File: config.mk
export PLATFORM = sky130hd
export DESIGN_NAME = muldiv_sequencer
export DESIGN_NICKNAME = d
export VERILOG_FILES = /design/src/rtl/muldiv_sequencer.sv
export SDC_FILE = /design/constraint.sdc
export NUM_CORES = 1
export LEC_CHECK = 0
export CAP_MARGIN = 20
export CORE_ASPECT_RATIO = 1.25
export CORE_MARGIN = 1
export CORE_UTILIZATION = 44
export DETAILED_ROUTE_END_ITERATION = 8
export PLACE_DENSITY = 0.7
export SLEW_MARGIN = 20
export SYNTH_ARGS = -nofsm -noshare
export SYNTH_HDL_FRONTEND = slang
export SYNTH_SLANG_ARGS = --single-unit
File: constraint.sdc
create_clock -name clk -period 6 [get_ports clk]
set_input_delay 1.5 -clock clk [delete_from_list [all_inputs] [get_ports clk]]
set_output_delay 1.5 -clock clk [all_outputs]
set_load 0.02 [all_outputs]
File: src/rtl/muldiv_sequencer.sv
// RV32M multi-cycle multiply/divide unit: radix-2 shift-add multiplier and
// restoring divider sharing one register set, with tagged handshake result.
module muldiv_sequencer #(
  parameter int XLEN  = 32,
  parameter int TAG_W = 5
) (
  input  logic             clk,
  input  logic             rst_n,
  input  logic             start,
  input  logic [2:0]       op,
  input  logic [XLEN-1:0]  rs1_data,
  input  logic [XLEN-1:0]  rs2_data,
  input  logic [TAG_W-1:0] rd_in,
  input  logic             flush,
  output logic             ready,
  output logic             busy,
  output logic             result_valid,
  output logic [XLEN-1:0]  result,
  output logic [TAG_W-1:0] rd_out,
  output logic             illegal
);

  localparam int CW = $clog2(XLEN);
  localparam logic [CW-1:0] CNT_LAST = CW'(XLEN - 1);
  localparam logic [XLEN-1:0] INT_MIN = {1'b1, {(XLEN-1){1'b0}}};

  typedef enum logic [1:0] {
    S_IDLE,
    S_ITER,
    S_FIX,
    S_DONE
  } state_t;

  state_t r_state;
  state_t w_next;

  logic             r_ready;
  logic             r_busy;
  logic             r_valid;
  logic [XLEN-1:0]  r_result;
  logic [TAG_W-1:0] r_rd_out;
  logic             r_illegal;

  logic [2:0]       r_op;
  logic [TAG_W-1:0] r_rd;
  logic             r_neg;
  logic             r_rem_neg;
  logic [XLEN-1:0]  r_hi;
  logic [XLEN-1:0]  r_lo;
  logic [XLEN-1:0]  r_b;
  logic [CW-1:0]    r_cnt;

  logic             w_accept;
  logic             w_ill_op;
  logic             w_is_div;
  logic             w_sgn;
  logic             w_a_neg;
  logic             w_b_neg;
  logic [XLEN-1:0]  w_a_abs;
  logic [XLEN-1:0]  w_b_abs;
  logic             w_div0;
  logic             w_ovf;
  logic             w_fast;
  logic [XLEN-1:0]  w_fast_res;

  logic [XLEN:0]     w_mul_sum;
  logic [XLEN:0]     w_div_sh;
  logic              w_div_ge;
  logic [XLEN-1:0]   w_div_sub;
  logic [2*XLEN-1:0] w_prod;
  logic [2*XLEN-1:0] w_prod_s;
  logic [XLEN-1:0]   w_quo_s;
  logic [XLEN-1:0]   w_rem_s;
  logic [XLEN-1:0]   w_fix_res;

  assign w_accept = start & r_ready & ~flush;
  assign w_ill_op = (op[2:1] == 2'b01);
  assign w_is_div = op[2];
  assign w_sgn    = ~op[2] | ~op[0];
  assign w_a_neg  = w_sgn & rs1_data[XLEN-1];
  assign w_b_neg  = w_sgn & rs2_data[XLEN-1];
  assign w_a_abs  = w_a_neg ? -rs1_data : rs1_data;
  assign w_b_abs  = w_b_neg ? -rs2_data : rs2_data;
  assign w_div0   = w_is_div & (rs2_data == '0);
  assign w_ovf    = w_is_div & ~op[0]
                  & (rs1_data == INT_MIN)
                  & (&rs2_data);
  assign w_fast   = w_ill_op | w_div0 | w_ovf;

  // op[1] separates remainder results from quotient results
  always_comb begin
    w_fast_res = '0;
    unique case (1'b1)
      w_ill_op: w_fast_res = '0;
      w_div0:   w_fast_res = op[1] ? rs1_data : '1;
      w_ovf:    w_fast_res = op[1] ? '0 : INT_MIN;
      default:  w_fast_res = '0;
    endcase
  end

  always_comb begin
    w_next = r_state;
    unique case (r_state)
      S_IDLE: if (w_accept) w_next = w_fast ? S_DONE : S_ITER;
      S_ITER: if (r_cnt == CNT_LAST) w_next = S_FIX;
      S_FIX:  w_next = S_DONE;
      S_DONE: begin
        if (w_accept) w_next = w_fast ? S_DONE : S_ITER;
        else          w_next = S_IDLE;
      end
      default: w_next = S_IDLE;
    endcase
    if (flush) w_next = S_IDLE;
  end

  always_ff @(posedge clk or negedge rst_n) begin
    if (!rst_n) begin
      r_state <= S_IDLE;
      r_ready <= 1'b1;
      r_busy  <= 1'b0;
      r_valid <= 1'b0;
    end else begin
      r_state <= w_next;
      r_ready <= (w_next == S_IDLE) | (w_next == S_DONE);
      r_busy  <= (w_next == S_ITER) | (w_next == S_FIX);
      r_valid <= (w_next == S_DONE);
    end
  end

  assign w_mul_sum = {1'b0, r_hi} + (r_lo[0] ? {1'b0, r_b} : '0);
  assign w_div_sh  = {r_hi, r_lo[XLEN-1]};
  assign w_div_ge  = (w_div_sh >= {1'b0, r_b});
  // partial remainder stays below the divisor, so XLEN bits suffice
  assign w_div_sub = w_div_sh[XLEN-1:0] - r_b;

  assign w_prod   = {r_hi, r_lo};
  assign w_prod_s = r_neg ? -w_prod : w_prod;
  assign w_quo_s  = r_neg ? -r_lo : r_lo;
  assign w_rem_s  = r_rem_neg ? -r_hi : r_hi;

  always_comb begin
    w_fix_res = '0;
    unique case (1'b1)
      (r_op == 3'b000): w_fix_res = w_prod_s[XLEN-1:0];
      (r_op == 3'b001): w_fix_res = w_prod_s[2*XLEN-1:XLEN];
      (r_op[2:1] == 2'b10): w_fix_res = w_quo_s;
      (r_op[2:1] == 2'b11): w_fix_res = w_rem_s;
      default: w_fix_res = '0;
    endcase
  end

  always_ff @(posedge clk or negedge rst_n) begin
    if (!rst_n) begin
      r_op      <= '0;
      r_rd      <= '0;
      r_neg     <= 1'b0;
      r_rem_neg <= 1'b0;
      r_hi      <= '0;
      r_lo      <= '0;
      r_b       <= '0;
      r_cnt     <= '0;
      r_result  <= '0;
      r_rd_out  <= '0;
      r_illegal <= 1'b0;
    end else if (w_accept) begin
      r_op      <= op;
      r_rd      <= rd_in;
      r_neg     <= w_a_neg ^ w_b_neg;
      r_rem_neg <= w_a_neg;
      r_hi      <= '0;
      r_lo      <= w_a_abs;
      r_b       <= w_b_abs;
      r_cnt     <= '0;
      if (w_fast) begin
        r_result  <= w_fast_res;
        r_rd_out  <= rd_in;
        r_illegal <= w_ill_op;
      end
    end else if (r_state == S_ITER) begin
      if (r_cnt != CNT_LAST) r_cnt <= r_cnt + 1'b1;
      if (r_op[2]) begin
        r_hi <= w_div_ge ? w_div_sub : w_div_sh[XLEN-1:0];
        r_lo <= {r_lo[XLEN-2:0], w_div_ge};
      end else begin
        r_hi <= w_mul_sum[XLEN:1];
        r_lo <= {w_mul_sum[0], r_lo[XLEN-1:1]};
      end
    end else if (r_state == S_FIX && !flush) begin
      r_result  <= w_fix_res;
      r_rd_out  <= r_rd;
      r_illegal <= 1'b0;
    end
  end

  assign ready        = r_ready;
  assign busy         = r_busy;
  assign result_valid = r_valid;
  assign result       = r_result;
  assign rd_out       = r_rd_out;
  assign illegal      = r_illegal;

endmodule
Word level (Yosys, flattened, before mapping) --
Cells that the tools add are included.
Word-level totals: bits in registers 154, latch bits 0, bits in writable memories 0, ROM bits 0, input bits 76, logic and storage cells 106, memories kept 0
Cells by class: add/subtract/negate cells 8, $mul 0, div/mod/pow operators 0, magnitude comparators 1, eq/ne operators 15, shift operators 0, multiplexer cells 38, bitwise operators 17, reductions and logical operators 12
Operator list (number):
- 32-bit 2-to-1 mux | 18
- 32-bit negator | 4
- 32-bit case mux with 4 select lines | 1
- 64-bit 2-to-1 mux | 1
- 64-bit negator | 1
- 32-bit case mux with 2 select lines | 1
- 5-bit 2-to-1 mux | 7
- 32-bit by 32-bit adder with 33-bit output | 1
- 33-bit by 32-bit >= comparator with 1-bit output | 1
- 32-bit equality test (second input constant) | 1
- 32-bit logical NOT | 1
- 32-bit AND reduction | 1
- 32-bit subtractor | 1
- 2-bit equality test (second input constant) | 6
- 2-bit 2-to-1 mux | 5
- 1-bit AND | 8
- 2-bit case mux with 4 select lines | 1
- 2-bit by 1-bit equality test with 1-bit output (second input constant) | 3
- 2-bit nonzero test | 3
- 5-bit by 1-bit adder with 5-bit output (second input constant) | 1
- 5-bit equality test (second input constant) | 1
- 5-bit != test (second input constant) | 1
- 1-bit bitwise OR | 5
- 2-bit logical NOT | 2
- other kinds (11) | 16

Longest topological paths before layout --
depth after elaboration 11, gate-level depth with buffers 15

Worst setup path before layout --
OpenSTA, ideal clock, no wires.
path kind in2reg, start input port rs2_data[0], end register r_busy (netlist: busy), library setup time 0.131 ns, arrival 4.033 ns, slack 1.836 ns, cell stages on the path 11, buffers on the path 1, cell sequence inv_1 > ha_1 > or3b_2 > nor4_1 > and4_1 > clkbuf_1 > nand3b_1 > nor2_1 > a31oi_1 > a211oi_1 > ha_1
Between the ends: longest elaborated chain between the ends 10
RTL lines:
- start: declaration | line 12 | input logic [XLEN-1:0] rs2_data,
- 32-bit logical NOT | line 84 | assign w_div0 = w_is_div & (rs2_data == '0);
- 1-bit AND | line 84
- 1-bit bitwise OR | line 88 | assign w_fast = w_ill_op | w_div0 | w_ovf;
- 1-bit bitwise OR (*) | line 88
- 2-bit 2-to-1 mux (*) | line 104, 108
- 2-bit 2-to-1 mux (on tied branches) | line 108, 104
- 2-bit case mux with 4 select lines (*) | line 103 | unique case (r_state)
- 2-bit 2-to-1 mux (*) | line 113 | if (flush) w_next = S_IDLE;
- net w_next[1] | line 35 | state_t w_next;
- 2-bit by 1-bit equality test with 1-bit output or 2-bit equality test (tied branches) | line 125 | r_busy <= (w_next == S_ITER) | (w_next == S_FIX);
- 1-bit bitwise OR (*) | line 125
- end signal: assignment | line 125
- end: declaration | line 38 | logic r_busy;
The timed path passes the listed nets; every way through them passes the cells marked *. A chain may end at the register's enable or synchronous reset.

Worst setup path in the final report --
start input port rs2_data[1], end register r_result[26] (netlist: result[26])
Between the ends: longest elaborated chain between the ends 6
RTL lines:
- 32-bit logical NOT | line 84
- 1-bit AND | line 84
- 1-bit bitwise OR (2 in a row) | line 88
- 2-bit by 1-bit != test with 1-bit output (no source line)
- 3-bit AND reduction (no source line)
- end signal: assignment | line 175 | r_result <= w_fast_res;
- end signal: assignment | line 189 | r_result <= w_fix_res;
- end: declaration | line 40 | logic [XLEN-1:0] r_result;
Parallel ways exist; a longest one is shown, timed or not. The select of a mux whose other input is x is not followed.

==> impl_metrics.env <==
export IMPL_status="finished clean"
export IMPL_skew_ps=12.9
export IMPL_synth_edf_count=0
export IMPL_h_tree_depth=4
export IMPL_power_w=0.0100
export IMPL_syn_avg_cell_area_um2=7.48
export IMPL_maxSlewHeadroom_pct=23.7
export IMPL_fillers=3259
export IMPL_stdcell_area_um2=17000
export IMPL_ant_nets=0
export IMPL_drive_gt1_share_pct=4.55
export IMPL_placed_area_um2=16400
export IMPL_slowest_delay_ps=650
export IMPL_synth_most_common_cell="nand2_1"
export IMPL_ys_types=84
export IMPL_critPathKind="in -> reg"
export IMPL_ys_seq_area_share_pct=25.7
export IMPL_yosysWarnings=0
export IMPL_grt_max_degree=144
export IMPL_gr_total_overflow=0
export IMPL_path_delay_family="simple AND/OR/NAND/NOR gates"
export IMPL_worst_hold_slack_ps=468
export IMPL_min_period_ps=5010
export IMPL_ios=117
export IMPL_cts_setup_buffers=0
export IMPL_portBuffers=116
export IMPL_hold_class="reg -> reg"
export IMPL_yosys_top_cells_count="nand2_1, o21ai_0, a21oi_1, nor2_1, dfrtp_1"
export IMPL_design_core_area_um2=33600
export IMPL_syn_area_um2=15000
export IMPL_cp_end_kind="flip-flop"
export IMPL_synth_fp_nets=2159
export IMPL_clkSlewWorstSetupHoldPaths_ps=70
export IMPL_avgRoutedWirePerCell_um=20.6
export IMPL_timing_fmax_mhz=200
export IMPL_tightest_slew_ps=1140
export IMPL_cts_tree="built"
export IMPL_cts_sinks=154
export IMPL_ctsHoldBuffers=0
export IMPL_powerDensity_nw_per_um2=589
export IMPL_tns_ps=0
export IMPL_final_nets=2180
export IMPL_dieArea_um2=34900
export IMPL_wl_um=50900
export IMPL_synthArstFlopShare_pct=100
export IMPL_place_hpwl_um=38300
export IMPL_final_util_pct=50.7
export IMPL_fp_dieW_um=167
export IMPL_num_antenna_cells=0
export IMPL_grt_pass1_wl_um=81300
export IMPL_drt_iter0_drc=1493
export IMPL_peakVddDrop_mv=0.246
export IMPL_vias=15524
export IMPL_cts_buffers=17
export IMPL_ctsRootBufferMaster="clkbuf_16"
export IMPL_setup_violations=0
export IMPL_cpMaxStageDelayCell="and3_1"
export IMPL_cp_num_buf_inv=3
export IMPL_routabilityCongestion=0.981
export IMPL_synth_ff_type="dfrtp_1"
export IMPL_p_leak_nw=7.00
export IMPL_synth_top_area_share_pct=25.5
export IMPL_grt_pass1_vias=14906
export IMPL_synth_seq_cells=154
export IMPL_floorplan_die_height_um=209
export IMPL_critical_path_cell_chain="clkdlybuf4s50_1, inv_1, ha_1, or3b_2, nor4_1, buf_4, and4_1, nand4bb_1, and3_1, a211oi_1, a21oi_1, nand2_1"
export IMPL_grt_use_total_pct=29.4
export IMPL_drcViolationCount=0
export IMPL_post_route_period_util_pct=83.4
export IMPL_clockBufferDepth=2
export IMPL_initial_utilization_pct=44.7
export IMPL_crit_path_max_fanout=26
export IMPL_grt_antenna_before_repair=0
export IMPL_area_delta_synth_final_pct=13.3
export IMPL_synth_cells=2009
export IMPL_via_per_inst=6.30
export IMPL_ys_top_cells_by_area="dfrtp_1, o21ai_0, nand2_1"
export IMPL_clkLatencyLatePin_ps=450
export IMPL_rsz0062_at_grt="false"
export IMPL_cp_required_ps=6390
export IMPL_startpoint_type="input pin"
export IMPL_rows=75
export IMPL_dr_pass1_iters=6
export IMPL_maxCapViolCount=0
export IMPL_cts_resized=0
export IMPL_hold_viol=0
export IMPL_finalMaxSlewViolations=0
export IMPL_synth_top_area_cell="dfrtp_1"
export IMPL_cp_data_arrival_time_ps=5390
final cells by class:
class,instances,area [um^2],share of cell area [%]
Tap cell,423,529,3.11
Timing Repair Buffer,145,1410,8.25
Multi-Input combinational cell,1636,10300,60.6
Clock inverter,11,193,1.13
Inverter,76,285,1.68
Clock buffer,21,440,2.59
Sequential cell,154,3860,22.6
path summary, 6_finish.rpt:
check	to	startpoint	slack [ps]	cells after the start
setup / recovery	result[26]	rs2_data[1]	990	12
max in group asynchronous	ready	rst_n	3970	2
setup reg to reg	r_hi[31]	r_hi[7]	1540	10
min in group asynchronous	r_lo[7]	rst_n	1090	1
hold reg to reg	r_rd[2]	r_rd[2]	470	2
hold / removal	r_rd[2]	r_rd[2]	470	2
flip-flops by register name, summed over array words and instances, names as in the netlist:
name and cells:
r_b 32, r_hi 32, r_lo 32, result 32
r_cnt 5, r_rd 5, rd_out 5, r_op 3
r_state 2, busy 1, illegal 1, r_neg 1
r_rem_neg 1, ready 1, result_valid 1
cells by family after synthesis:
group / count (synthesis) / synth area share, %
buffers and inverters: 219 / 5.72
AND/OR/NAND/NOR: 661 / 20.9
adder cells (fa/ha/maj): 74 / 6.26
flip-flops: 154 / 25.7
XOR/XNOR: 173 / 10.1
multiplexers: 57 / 3.86
AO/OA/AOI/OAI: 671 / 27.5
stage by stage:
| step | cells | setup slack (ps) |
|---|---|---|
| 6_report | 2466 | 995 |
| 5_1_grt | 2466 | 755 |
| 4_1_cts | 2466 | 1080 |
| 3_5_place_dp | 2434 | 617 |
| 3_3_place_gp | 2434 | 738 |
| 2_1_floorplan | 2009 | 1840 |
routing by layer:
metal / vias to the layer above / GRT usage (%) / part of all wire (%)
met2: 655 / 50.6 / 48
met5: - / 0 / 0
met4: 0 / 10.7 / 3.2
met1: 7405 / 37.0 / 42
li1: 7357 / - / -
met3: 107 / 4.53 / 6.8
worst reg2reg max path, cell delays in order, from the launching register on:
cell       delay, ps
dfrtp_1          550
ha_1             460
nand3_1          230
a2111oi_0        410
o21ai_0          300
a2111oi_1        600
nor3_1           140
buf_4            190
or2_2            680
or3_1            540
a32o_1           240
report_power, final:
part | total (W) | switching [W] | internal (W)
clock network | 0.00121 | 0.000469 | 0.000739
logic | 0.00661 | 0.00397 | 0.00264
registers | 0.00221 | 0.000711 | 0.00150
total | 0.0100 | 0.00515 | 0.00488
cells in the final DEF, fill, tap and decap left out, types with 9 or more instances in the layout:
cell type and instances:
o41ai_1 13, o21ai_0 213, buf_4 27, o31ai_1 32, o21a_1 9, or4_1 17, o22ai_1 20, mux2i_1 49
a31oi_1 37, nor4_1 27, xor2_1 76, ha_1 72, a21oi_1 164, or3_1 13, clkbuf_16 17, nor2b_1 14
nand3_1 37, nand2b_1 15, nand2_1 242, o21bai_1 9, and3_1 12, dfrtp_1 152, nor2_1 162, a221oi_1 11
and2_1 12, inv_1 76, a21o_1 27, o211ai_1 43, a211oi_1 19, nand4_1 28, xnor2_1 97, clkdlybuf4s50_1 115
nor3_1 42
Power figures use the tool's default switching activity.
